--- src/rtl/echo_seq_pkg.sv ---
// rtl/echo_seq_pkg.sv - shared state encoding and default widths for the echo sequencer
package echo_seq_pkg;

  typedef enum logic [1:0] {
    ST_IDLE   = 2'd0,
    ST_SETTLE = 2'd1,
    ST_SAMPLE = 2'd2,
    ST_PUSH   = 2'd3
  } state_t;

  localparam int DIN_W_DEF      = 12;
  localparam int DOUT_W_DEF     = 6;
  localparam int SETTLE_W_DEF   = 8;
  localparam int AVG_LOG2_DEF   = 2;
  localparam int FIFO_DEPTH_DEF = 4;

endpackage

--- src/rtl/echo_result_fifo.sv ---
// rtl/echo_result_fifo.sv - synchronous result FIFO with flush; flush beats push and pop
module echo_result_fifo #(
  parameter int DEPTH = 4,
  parameter int WIDTH = 18
) (
  input  logic                     clk,
  input  logic                     rst_n,
  input  logic                     flush,
  input  logic                     push,
  input  logic [WIDTH-1:0]         wdata,
  input  logic                     pop,
  output logic [WIDTH-1:0]         rdata,
  output logic                     empty,
  output logic [$clog2(DEPTH):0]   count
);

  localparam int AW = $clog2(DEPTH);
  localparam logic [AW:0] FULL_CNT = (AW+1)'(DEPTH);

  logic [WIDTH-1:0] r_mem [DEPTH];
  logic [AW-1:0]    r_wptr;
  logic [AW-1:0]    r_rptr;
  logic [AW:0]      r_count;
  logic             w_push;
  logic             w_pop;

  assign w_push = push && !flush && (r_count != FULL_CNT);
  assign w_pop  = pop && !flush && (r_count != '0);

  always_ff @(posedge clk or negedge rst_n) begin
    if (!rst_n) begin
      r_wptr  <= '0;
      r_rptr  <= '0;
      r_count <= '0;
    end else if (flush) begin
      r_wptr  <= '0;
      r_rptr  <= '0;
      r_count <= '0;
    end else begin
      if (w_push) r_wptr <= r_wptr + 1'b1;
      if (w_pop)  r_rptr <= r_rptr + 1'b1;
      case ({w_push, w_pop})
        2'b10:   r_count <= r_count + 1'b1;
        2'b01:   r_count <= r_count - 1'b1;
        default: r_count <= r_count;
      endcase
    end
  end

  // Storage needs no reset; validity is tracked by the count alone
  always_ff @(posedge clk) begin
    if (w_push) r_mem[r_wptr] <= wdata;
  end

  assign rdata = r_mem[r_rptr];
  assign empty = (r_count == '0);
  assign count = r_count;

endmodule

--- src/rtl/echo_seq_ctrl.sv ---
// rtl/echo_seq_ctrl.sv - drives test vectors onto the echo datapath, settles, averages samples, queues results
module echo_seq_ctrl
  import echo_seq_pkg::*;
#(
  parameter int DIN_W      = DIN_W_DEF,
  parameter int DOUT_W     = DOUT_W_DEF,
  parameter int SETTLE_W   = SETTLE_W_DEF,
  parameter int AVG_LOG2   = AVG_LOG2_DEF,
  parameter int FIFO_DEPTH = FIFO_DEPTH_DEF
) (
  input  logic                    clk,
  input  logic                    rst_n,
  input  logic                    sw_clr,
  input  logic [SETTLE_W-1:0]     cfg_settle,
  input  logic                    in_valid,
  output logic                    in_ready,
  input  logic [DIN_W-1:0]        in_data,
  output logic [DIN_W-1:0]        dut_digital,
  input  logic [DOUT_W-1:0]       dut_analog,
  output logic                    out_valid,
  input  logic                    out_ready,
  output logic [DIN_W+DOUT_W-1:0] out_data,
  output logic                    busy
);

  localparam int ACC_W = DOUT_W + AVG_LOG2;
  localparam int CNT_W = $clog2(FIFO_DEPTH) + 1;
  localparam logic [CNT_W-1:0]    DEPTH_CNT = CNT_W'(FIFO_DEPTH);
  localparam logic [AVG_LOG2:0]   SMP_LAST  = (AVG_LOG2+1)'((1 << AVG_LOG2) - 1);

  state_t                r_state;
  state_t                w_state_nxt;
  logic [DIN_W-1:0]      r_vec;
  logic [DIN_W-1:0]      r_dig;
  logic [SETTLE_W-1:0]   r_settle_cnt;
  logic [AVG_LOG2:0]     r_smp_cnt;
  logic [ACC_W-1:0]      r_acc;
  logic                  w_accept;
  logic                  w_push;
  logic                  w_fifo_empty;
  logic [CNT_W-1:0]      w_fifo_count;
  logic [DOUT_W-1:0]     w_result;

  assign in_ready = (r_state == ST_IDLE) && (w_fifo_count < DEPTH_CNT) && !sw_clr;
  assign w_accept = in_valid && in_ready;

  always_ff @(posedge clk or negedge rst_n) begin
    if (!rst_n) r_state <= ST_IDLE;
    else        r_state <= w_state_nxt;
  end

  always_comb begin
    w_state_nxt = r_state;
    w_push      = 1'b0;
    case (r_state)
      ST_IDLE:   if (w_accept) w_state_nxt = ST_SETTLE;
      ST_SETTLE: if (r_settle_cnt == '0) w_state_nxt = ST_SAMPLE;
      ST_SAMPLE: if (r_smp_cnt == SMP_LAST) w_state_nxt = ST_PUSH;
      ST_PUSH: begin
        w_push      = 1'b1;
        w_state_nxt = ST_IDLE;
      end
      default:   w_state_nxt = ST_IDLE;
    endcase
    if (sw_clr) w_state_nxt = ST_IDLE;
  end

  always_ff @(posedge clk or negedge rst_n) begin
    if (!rst_n) begin
      r_vec        <= '0;
      r_dig        <= '0;
      r_settle_cnt <= '0;
      r_smp_cnt    <= '0;
      r_acc        <= '0;
    end else if (sw_clr) begin
      r_dig        <= '0;
      r_settle_cnt <= '0;
      r_smp_cnt    <= '0;
      r_acc        <= '0;
    end else begin
      case (r_state)
        ST_IDLE: if (w_accept) begin
          r_vec        <= in_data;
          r_dig        <= in_data;
          r_settle_cnt <= cfg_settle;
        end
        ST_SETTLE: if (r_settle_cnt == '0) begin
          r_acc     <= '0;
          r_smp_cnt <= '0;
        end else begin
          r_settle_cnt <= r_settle_cnt - 1'b1;
        end
        ST_SAMPLE: begin
          r_acc     <= r_acc + ACC_W'(dut_analog);
          r_smp_cnt <= r_smp_cnt + 1'b1;
        end
        default: ;
      endcase
    end
  end

  // Dropping the low AVG_LOG2 bits is the truncating divide by the sample count
  assign w_result = r_acc[ACC_W-1:AVG_LOG2];

  echo_result_fifo #(
    .DEPTH (FIFO_DEPTH),
    .WIDTH (DIN_W + DOUT_W)
  ) u_fifo (
    .clk   (clk),
    .rst_n (rst_n),
    .flush (sw_clr),
    .push  (w_push),
    .wdata ({r_vec, w_result}),
    .pop   (out_ready),
    .rdata (out_data),
    .empty (w_fifo_empty),
    .count (w_fifo_count)
  );

  assign out_valid   = !w_fifo_empty;
  assign dut_digital = r_dig;
  assign busy        = (r_state != ST_IDLE);

endmodule

--- config.mk ---
export PLATFORM = sky130hd
export DESIGN_NAME = echo_seq_ctrl
export DESIGN_NICKNAME = d
export VERILOG_FILES = /design/src/rtl/echo_seq_pkg.sv /design/src/rtl/echo_result_fifo.sv /design/src/rtl/echo_seq_ctrl.sv
export SDC_FILE = /design/constraint.sdc
export NUM_CORES = 1
export LEC_CHECK = 0
export BUFFER_PORTS_ARGS = -buffer_cell sky130_fd_sc_hd__buf_2
export CORE_MARGIN = 4
export CORE_UTILIZATION = 40
export DETAILED_ROUTE_END_ITERATION = 10
export GPL_TIMING_DRIVEN = 0
export HOLD_SLACK_MARGIN = 0.03
export SYNTH_ARGS = -nofsm -noshare
export SYNTH_HDL_FRONTEND = slang
export SYNTH_HIERARCHICAL = 1
export SYNTH_SLANG_ARGS = --single-unit
--- constraint.sdc ---
create_clock -name clk -period 4.8 [get_ports clk]
set_input_delay 0.48 -clock clk [delete_from_list [all_inputs] [get_ports clk]]
set_output_delay 0.48 -clock clk [all_outputs]
set_load 0.005 [all_outputs]
# Word level (Yosys, flattened, before mapping)
# Memory sizes are Yosys's and may differ from the RTL's.
# Index checks and enable logic that the tools add are counted.
dict set report word_totals {
  ff_bits 52
  word_cells 83
  romBits 0
  n_memories 1
  latch_bits 0
  ram_bits 72
}
dict set report op_classes {
  mul 0
  n_lt_le_gt_ge 1
  n_reduce_logical 26
  muxes 27
  shifts 0
  div_mod_pow 0
  bitwise_logic 1
  eq_ne 11
  n_addsub 7
}
# memory depth word_bits rd rd_clocked_by_memory_dff write_ports line_no
set memory_table {}
lappend memory_table {u_fifo.r_mem 4 18 1 0 1 echo_result_fifo.sv:20} ;# logic [WIDTH-1:0] r_mem [DEPTH];
# operator n
set ops {}
lappend ops {{2-to-1 mux 8 bit} 5}
lappend ops {{2-to-1 mux 12 bit} 3}
lappend ops {{case mux 8 bit (2 select lines)} 2}
lappend ops {{2-to-1 mux 2 bit} 8}
lappend ops {{inequality test 3 bit (second input constant)} 5}
lappend ops {{case mux 3 bit (2 select lines)} 2}
lappend ops {{nonzero test 3 bit} 4}
lappend ops {{nonzero test 2 bit} 5}
lappend ops {{2-to-1 mux 3 bit} 3}
lappend ops {{AND reduction 3 bit} 3}
lappend ops {{adder 8 x 6 -> 8 bit} 1}
lappend ops {{zero test 8 bit} 1}
lappend ops {{case mux 2 bit (4 select lines)} 1}
lappend ops {{subtractor 8 x 1 -> 8 bit (second input constant)} 1}
lappend ops {{logical AND 1 bit} 7}
lappend ops {{adder 3 x 1 -> 3 bit (second input constant)} 2}
lappend ops {{== test 2 bit (second input constant)} 3}
lappend ops {{adder 2 x 1 -> 2 bit (second input constant)} 2}
lappend ops {{== test 2 x 1 -> 1 bit (second input constant)} 2}
lappend ops {{AND reduction 2 bit} 2}
lappend ops {{== test 3 x 2 -> 1 bit (second input constant)} 1}
lappend ops {{zero test 3 bit} 1}
lappend ops {{less-than comparator 3 bit (second input constant)} 1}
lappend ops {{2-to-1 mux 1 bit} 3}
lappend ops {{other kinds (4)} 5}

# Logic depth before layout (Yosys ltp)
# Gate-level depths: netlist of the first run.
dict set report depth {
  word_depth 7
  depth_mapped 9
  depth_no_buf 8
}

# Modules after synthesis
# The synthesis of the first run kept the hierarchy.
# module cells_per_inst area_per_inst_um2 n_inst
set modules_own_cells {}
lappend modules_own_cells {echo_result_fifo 156 3185.6 1}
lappend modules_own_cells {echo_seq_ctrl 222 2368.5 1}

# Worst setup path before layout of the first run
# No wires, ideal clock.
dict set report synth_path {
  path_type {register -> register}
  startpoint {register u_fifo.r_count[0], in the netlist u_fifo/count[0]}
  endpoint {register u_fifo.r_count[1], in the netlist u_fifo/count[1]}
  path_slack_ns 2.573
  arrival_ns 2.087
  setup_ns 0.140
  n_path_buf 1
  stages_incl_launch_ff 9
  path_cell_list {dfrtp_1 -> buf_6 -> or3b_4 -> and2_4 -> nor3_1 -> fa_1 -> nor2b_1 -> o2111ai_1 -> o221ai_1}
}
dict set report synth_between {
  elab_chain_len 5
  elab_cells_between_ends 11
  classes_between {2 x add/sub; 3 x eq/ne; 2 x mux; 4 x reduce/logical}
}
# element line_no
set synth_rtl {}
lappend synth_rtl {{from (decl)} echo_result_fifo.sv:23} ;# logic [AW:0] r_count;
lappend synth_rtl {{from (signal assigned)} echo_result_fifo.sv:43} ;# 2'b10: r_count <= r_count + 1'b1;
lappend synth_rtl {{from (signal assigned)} echo_result_fifo.sv:44} ;# 2'b01: r_count <= r_count - 1'b1;
lappend synth_rtl {{from (signal assigned)} echo_result_fifo.sv:45} ;# default: r_count <= r_count;
lappend synth_rtl {{inequality test 3 bit or nonzero test 3 bit (tied branches)} {echo_result_fifo.sv:27, echo_result_fifo.sv:28}}
lappend synth_rtl {{logical AND 1 bit (on tied branches)} {echo_result_fifo.sv:27, echo_result_fifo.sv:28}}
lappend synth_rtl {{== test 2 x 1 -> 1 bit or == test 2 bit (tied branches)} echo_result_fifo.sv:42} ;# case ({w_push, w_pop})
lappend synth_rtl {{case mux 3 bit (2 select lines)} echo_result_fifo.sv:42}
lappend synth_rtl {{2-to-1 mux 3 bit} echo_result_fifo.sv:35} ;# end else if (flush) begin
# Several ways; a longest one is shown, not always the timed one.
# A chain may end at the register's enable or synchronous reset.

# Worst setup path after layout of the first run
dict set report layout_path {
  startpoint {register r_state[0]}
  endpoint {register r_vec[6]}
}
dict set report layout_between {
  elab_chain_len 5
}
# element line_no
set layout_rtl {}
lappend layout_rtl {{from (decl)} echo_seq_ctrl.sv:31} ;# state_t r_state;
lappend layout_rtl {{from (signal assigned)} echo_seq_ctrl.sv:49} ;# else r_state <= w_state_nxt;
lappend layout_rtl {{zero test 2 bit *} {echo_seq_ctrl.sv:44, echo_seq_ctrl.sv:81}}
lappend layout_rtl {{logical AND 1 bit (2 in series)} echo_seq_ctrl.sv:44} ;# assign in_ready = (r_state == ST_IDLE) && (w_fifo_count < DEPTH_CNT) && !sw_clr;
lappend layout_rtl {{logical AND 1 bit} echo_seq_ctrl.sv:45} ;# assign w_accept = in_valid && in_ready;
lappend layout_rtl {{AND reduction 3 bit (no source line) *} n/a}
lappend layout_rtl {{to (signal assigned)} echo_seq_ctrl.sv:83} ;# r_vec <= in_data;
lappend layout_rtl {{to (decl)} echo_seq_ctrl.sv:33} ;# logic [DIN_W-1:0] r_vec;
# Every way passes the cells marked *; elsewhere a longest branch is shown, timed or not.

==> results.sh, run 1 <==
export IMPL_skew_ps=4.85
export IMPL_fp_row_count=42
export IMPL_nFillCells=1157
export IMPL_first_iter_violations=179
export IMPL_setup_viol=0
export IMPL_htree_levels=4
export IMPL_area_growth_pct=19.9
export IMPL_tns_ps=0
export IMPL_yosys_area_share_xor_xnor=0.0126
export IMPL_min_period_ps=2470
export IMPL_chipHeight_um=126
export IMPL_synth_compound_area_frac=0.107
export IMPL_clk_insertion_delay_late_ps=410
export IMPL_synth_top_cell_by_area="edfxtp_1"
export IMPL_die_w_um=126
export IMPL_drt_total_wl_um=11200
export IMPL_synth_top_family_by_area="multiplexers"
export IMPL_gp_congestion=0.790
export IMPL_dr_pass1_iters=5
export IMPL_yosysUniqueCellTypes=59
export IMPL_coreArea_um2=13400
export IMPL_synth_area_leaders="edfxtp_1, dfrtp_1, mux4_2"
export IMPL_worst_pin_slew_ps=762
export IMPL_syn_area_per_cell_um2=14.7
export IMPL_worstHoldPathType="input pin to asynchronous set/reset pin"
export IMPL_power_mw=3.51
export IMPL_ys_seq_area_frac=0.624
export IMPL_dieArea_um2=15800
export IMPL_synthMuxAreaShare=0.108
export IMPL_nNetsFinal=511
export IMPL_netlist_instances=378
export IMPL_synth_top_cell_area_share=0.389
export IMPL_ctsHoldBuffers=0
export IMPL_synthArstFlopShare=0.419
export IMPL_clock_path_buffers=2
export IMPL_start_util=0.414
export IMPL_post_place_ws_ps=2220
export IMPL_hold_violations=0
export IMPL_synth_seq_cells=124
export IMPL_postCtsSetupBuffers=0
export IMPL_fin_ws_ps=2330
export IMPL_path_class="flop to flop"
export IMPL_cellPowerDensity_nw_per_um2=527
export IMPL_final_area_um2=6660
export IMPL_cts_made_buffers=17
export IMPL_yosys_area_share_simple=0.0768
export IMPL_leakagePower_nw=2.71
export IMPL_synth_edff_count=72
export IMPL_grt_pass1_vias=3544
export IMPL_clk_pin_slew_ps=60
export IMPL_ios=64
export IMPL_dp_hpwl_um=7440
export IMPL_dr_total_vias=3439
export IMPL_io_buffers=63
export IMPL_post_dp_cell_area_um2=6090
export IMPL_netlist_area_um2=5550
export IMPL_cts_sinks=124
export IMPL_rsz0062_at_grt="false"
export IMPL_via_per_inst=5.30
export IMPL_slew_viol_final=0
export IMPL_grt_max_degree=53
export IMPL_maxSlewHeadroom=0.490
export IMPL_diodes=0
export IMPL_overflow=0
export IMPL_root_buffer="clkbuf_16"
export IMPL_cp_max_fo=10
export IMPL_post_cts_resize_count=0
export IMPL_antenna_found_initial=0
export IMPL_wire_per_inst_um=17.2
export IMPL_grt_pass1_wl_um=18500
export IMPL_fmax_ghz=0.405
export IMPL_worstPathArrival_ps=2760
export IMPL_synth_fa_ha_area_frac=0.0478
export IMPL_final_layout_size_suffix_gt1_frac=0.317
export IMPL_status="finished, final reports clean"
export IMPL_start_kind="flop"
export IMPL_grt_usage=0.150
export IMPL_synthFlopType="edfxtp_1"
export IMPL_crit_path_end_kind="flop"
export IMPL_critPathRequiredTime_ps=5090
export IMPL_post_route_period_util=0.514
export IMPL_cts_tree="done"
export IMPL_synth_nets=429
export IMPL_drc=0
export IMPL_yosysWarnings=6
export IMPL_max_cap_viol_count=0
export IMPL_ir_drop_mv=0.335
export IMPL_ant_nets=0
[registers in the layout (all words and copies together), names as in the netlist]
signal         flops
u_fifo/count       3
r_acc              8
dut_digital       12
u_fifo/r_wptr      2
u_fifo/r_mem      72
r_vec             12
r_smp_cnt          3
r_state            2
r_settle_cnt       8
u_fifo/r_rptr      2
[final timing paths]
path                                               start                          end  slack, ps  depth (start not counted)
max in group asynchronous                          rst_n   dut_digital[2]$_DFFE_PN0P_       4200                          1
worst max register to register    r_state[0]$_DFFE_PN0P_         r_vec[6]$_DFFE_PN0P_       2330                          6
worst min register to register  r_smp_cnt[2]$_DFFE_PN0P_     r_smp_cnt[2]$_DFFE_PN0P_        480                          2
min in group clk                              in_data[6]   dut_digital[6]$_DFFE_PN0P_        320                          2
worst max-delay path              r_state[0]$_DFFE_PN0P_         r_vec[6]$_DFFE_PN0P_       2330                          6
worst min-delay path                               rst_n  r_settle_cnt[4]$_DFFE_PN0P_        130                          1
[per-stage QoR]
stage | cells | utilization | hold WS, ps
floorplan | 378 | - | 184
global placement | 617 | 0.454 | 463
detailed placement | 617 | 0.454 | 476
CTS | 649 | 0.497 | 297
global route | 649 | 0.497 | 177
finish | 649 | 0.497 | 127
[synthesized netlist by cell type, types with 4 or more instances]
master    number
nor3_1         4
o21ai_0       15
clkbuf_1       5
a21oi_1       15
nor2b_1        5
a211oi_1       4
dfrtp_1       52
buf_2          8
edfxtp_1      72
a21o_1         4
xor2_1         6
and3_2         4
nand2b_1      12
o22ai_1        5
mux4_2        18
nor2_1        19
inv_1         13
ha_1          18
mux2_2        14
nand2_1       14
a22o_1        14
[cells by family (layout without fill, tap and decap cells)]
logic type,Yosys count,in the layout
adder cells (fa/ha/maj),20,20
flip-flops,124,124
AO/OA/AOI/OAI,83,83
buffers and inverters,30,125
AND/OR/NAND/NOR,78,78
multiplexers,35,35
XOR/XNOR,8,8
[power breakdown]
group          total [mW]  internal, mW  switching (mW)
sequential           1.48          1.33           0.147
clock                1.22         0.775           0.442
combinational       0.810         0.373           0.437
[cell usage in the layout (no fill, tap or decap), types with 3 or more instances in the layout]
master     count
edfxtp_1      72
buf_2         70
dfrtp_1       52
nor2_1        19
ha_1          18
mux4_2        18
clkbuf_16     17
a21oi_1       15
o21ai_0       15
a22o_1        14
nand2_1       14
mux2_2        14
inv_1         13
nand2b_1      12
clkbuf_1       8
xor2_1         6
nor2b_1        5
o22ai_1        5
clkinv_2       5
nor3_1         4
a211oi_1       4
a21o_1         4
and3_2         4
a22oi_1        3
and2_1         3
o31ai_1        3
o2111ai_1      3
nand3b_1       3
[area by class of cell]
type | instances | area [µm²] | area share
clock buffer | 21 | 450 | 0.0676
timing repair buffer | 63 | 318 | 0.0477
sequential | 124 | 3460 | 0.520
buffer | 17 | 90.1 | 0.0135
tap | 176 | 220 | 0.0331
inverter | 13 | 48.8 | 0.00733
multi-input combinational | 224 | 1950 | 0.293
clock inverter | 11 | 119 | 0.0178
[worst max-delay path, cell delays in order, from the launching register on]
cell	delay, ps
dfrtp_1	400
inv_1	120
ha_1	230
nand2b_1	110
nor2_1	510
clkbuf_1	560
mux2_2	410
[routing by layer]
metal / part of all wire / track usage / vias to the layer above
li1: - / - / 1614
met1: 0.45 / 0.194 / 1718
met2: 0.49 / 0.243 / 97
met3: 0.060 / 0.0504 / 10
met4: 0.0078 / 0.0397 / 0
met5: 0 / 0 / -
(Power assumes the default switching activity.)
==> inputs of run 2 (changes only) <==
Settings changed: ABC_AREA from default to 1.
Clock period 4.8 ns to 2.37 ns, I/O delays scaled along.
==> run 2 against run 1 <==
Critical endpoint is now out_data[4]. Final cell count is 27% higher. Clock-buffer cell count is 1 lower. First-iteration DRC count is 18% higher. Cell area is 2.6% higher. Die area is 0.91% higher. Setup slack worse by 2200 ps. Non-clock buffer count is 2 higher. Core utilization is 0.27 points lower. Critical path type is now flop to output pin. Routed wire length is 11% higher. Highest routed layer unchanged. Worst hold slack worse by 79 ps. Clock skew hardly changed. Critical path depth is 1 higher.
==> results.sh, run 2 <==
export IMPL_status="finished, final reports clean"
export IMPL_dr_pass1_iters=5
export IMPL_syn_area_per_cell_um2=10.3
export IMPL_dieArea_um2=16000
export IMPL_layout_commonest_cell="nand2_1"
export IMPL_synth_seq_cells=124
export IMPL_ant_nets=0
export IMPL_synth_top_cell_by_area="edfxtp_1"
export IMPL_synth_edff_count=72
export IMPL_overflow=0
export IMPL_antenna_found_initial=0
export IMPL_worst_pin_slew_ps=702
export IMPL_htree_levels=4
export IMPL_path_class="flop to output pin"
export IMPL_whs_endpoint="r_vec[10]$_DFFE_PN0P_"
export IMPL_grt_usage=0.162
export IMPL_cts_tree="done"
export IMPL_crit_path_end_kind="output pin"
export IMPL_drt_total_wl_um=12400
export IMPL_grt_pass1_wl_um=20600
export IMPL_worstHoldStart="in_data[10]"
export IMPL_fp_row_count=43
export IMPL_min_period_ps=2200
export IMPL_start_kind="flop"
export IMPL_synth_top_cell_area_share=0.386
export IMPL_maxSlewHeadroom=0.532
export IMPL_max_cap_viol_count=0
export IMPL_fmax_ghz=0.454
export IMPL_via_per_inst=4.95
export IMPL_final_instance_count_excl_fill=822
export IMPL_rsz0062_at_grt="false"
export IMPL_r2r_start="r_state[0]$_DFFE_PN0P_"
export IMPL_top_register="u_fifo/r_mem"
export IMPL_start_util=0.406
export IMPL_yosysWarnings=6
export IMPL_regToRegSetupSlack_ps=320
export IMPL_first_iter_violations=211
export IMPL_synthTopCellsByCount="nand2_1, edfxtp_1, nor2_1, dfrtp_1, o21ai_0"
export IMPL_dr_total_vias=4066
export IMPL_clk_insertion_delay_late_ps=410
export IMPL_post_cts_resize_count=0
export IMPL_grt_pass1_vias=4164
export IMPL_cp_max_fo=12
export IMPL_nFillCells=1222
export IMPL_worstPathArrival_ps=1970
export IMPL_crit_path_start="u_fifo/r_rptr[0]$_DFFE_PN0P_"
export IMPL_synth_area_leaders="edfxtp_1, dfrtp_1, nand2_1"
export IMPL_critPathRequiredTime_ps=2130
export IMPL_netlist_instances=544
export IMPL_yosysMostFrequentCell="nand2_1"
export IMPL_diodes=0
export IMPL_ios=64
export IMPL_ir_drop_mv=0.694
export IMPL_synthArstFlopShare=0.419
export IMPL_synthFlopType="edfxtp_1"
export IMPL_skew_ps=5.14
export IMPL_post_route_period_util=0.929
export IMPL_drc=0
export IMPL_dp_cells=791
export IMPL_cts_made_buffers=17
export IMPL_min_delay_path_depth=3
export IMPL_clk_pin_slew_ps=60
export IMPL_power_mw=7.80
export IMPL_die_w_um=126
export IMPL_leakagePower_nw=3.07
export IMPL_layout_common_cells="nand2_1, edfxtp_1, buf_2"
export IMPL_netlist_area_um2=5610
export IMPL_gp_congestion=0.859
export IMPL_critPathSlowestCell="dfrtp_1"
export IMPL_root_buffer="clkbuf_16"
export IMPL_nNetsFinal=680
export IMPL_ys_seq_area_frac=0.618
export IMPL_wire_per_inst_um=15.1
export IMPL_max_stage_delay_ps=360
export IMPL_hold_violations=0
export IMPL_r2r_end="u_fifo/count[2]$_DFFE_PN0P_"
export IMPL_yosysUniqueCellTypes=36
export IMPL_cts_sinks=124
export IMPL_hold_ws_ps=47.4
export IMPL_chipHeight_um=126
export IMPL_path_cells="buf_4, inv_2, buf_6, buf_6, nor2_1, o22ai_1, buf_2"
export IMPL_largest_reg_flops=72
export IMPL_postCtsSetupBuffers=0
export IMPL_finalCoreUtilization=0.494
export IMPL_dp_hpwl_um=8520
export IMPL_coreArea_um2=13800
export IMPL_final_layout_size_suffix_gt1_frac=0.217
export IMPL_setup_viol=0
export IMPL_synth_nets=595
export IMPL_path_common_cell="buf_6"
export IMPL_worstRegToRegCells=13
export IMPL_clock_path_buffers=2
export IMPL_area_growth_pct=21.9
export IMPL_io_buffers=63
export IMPL_worstHoldPathType="input pin to flop"
export IMPL_cellPowerDensity_nw_per_um2=1140
export IMPL_slew_viol_final=0
export IMPL_grt_max_degree=53
run 2: worst max-delay path: cells and delay by family, from the launching register on:
kind	cells	cell delay [ps]
flops	1	360
compound gates	1	250
buf+inv	5	890
simple gates	1	50
run 2: cell families (layout without fill, tap and decap cells):
group,Yosys count,after routing,synth area share
AOI/OAI and AO/OA,90,90,0.0890
DFF,124,124,0.618
xor gates and xnor gates,3,3,0.00469
adders and majority gates,20,20,0.0473
and+or+nand+nor,245,245,0.192
buffers and inverters,62,160,0.0495
run 2: per-stage QoR:
step / setup WS (ps) / area [µm²] / TNS (ps)
floorplan: 395 / 5610 / 0
finish: 168 / 6840 / 0
global placement: -326 / 6150 / -20710
global route: 25.0 / 6840 / 0
detailed placement: 331 / 6220 / 0
CTS: 42.3 / 6830 / 0
run 2: how the worst max path moves through the flow:
| stage | endpoint | slack [ps] | cells past startpoint |
|---|---|---|---|
| global placement | u_fifo/r_mem[0][16]$_DFFE_PP_ | -330 | 5 |
| CTS | out_data[8] | 40 | 5 |
| detailed placement | u_fifo/count[2]$_DFFE_PN0P_ | 330 | 13 |
| floorplan | u_fifo/r_mem[0][0]$_DFFE_PP_ | 390 | 5 |
| global route | out_data[4] | 20 | 7 |
| finish | out_data[4] | 170 | 7 |
run 2: routing by layer:
metal / GRT usage / vias up / wire length (µm)
li1: - / 2023 / -
met5: 0 / - / 0
met1: 0.211 / 1942 / 5710
met4: 0.0530 / 0 / 172
met2: 0.267 / 89 / 5990
met3: 0.0404 / 12 / 521
run 2: timing repair:
action                                  CTS  global route
endpoints found under the hold margin     0            52
endpoints found under the setup margin    0             7
hold buffers                              0             1
run 2: final cells by class:
cell class	instances	area, µm²	area share
Buffer	14	97.6	0.0143
Clock buffer	20	478	0.0699
Clock inverter	12	135	0.0198
Inverter	46	173	0.0253
Multi-Input combinational cell	358	1880	0.275
Sequential cell	124	3460	0.507
Tap cell	180	225	0.0329
Timing Repair Buffer	68	388	0.0567
run 2: report_power, final:
part | internal, mW | switching [mW]
clock | 1.67 | 0.945
sequential | 2.71 | 0.319
combinational | 0.800 | 1.35
total | 5.19 | 2.61
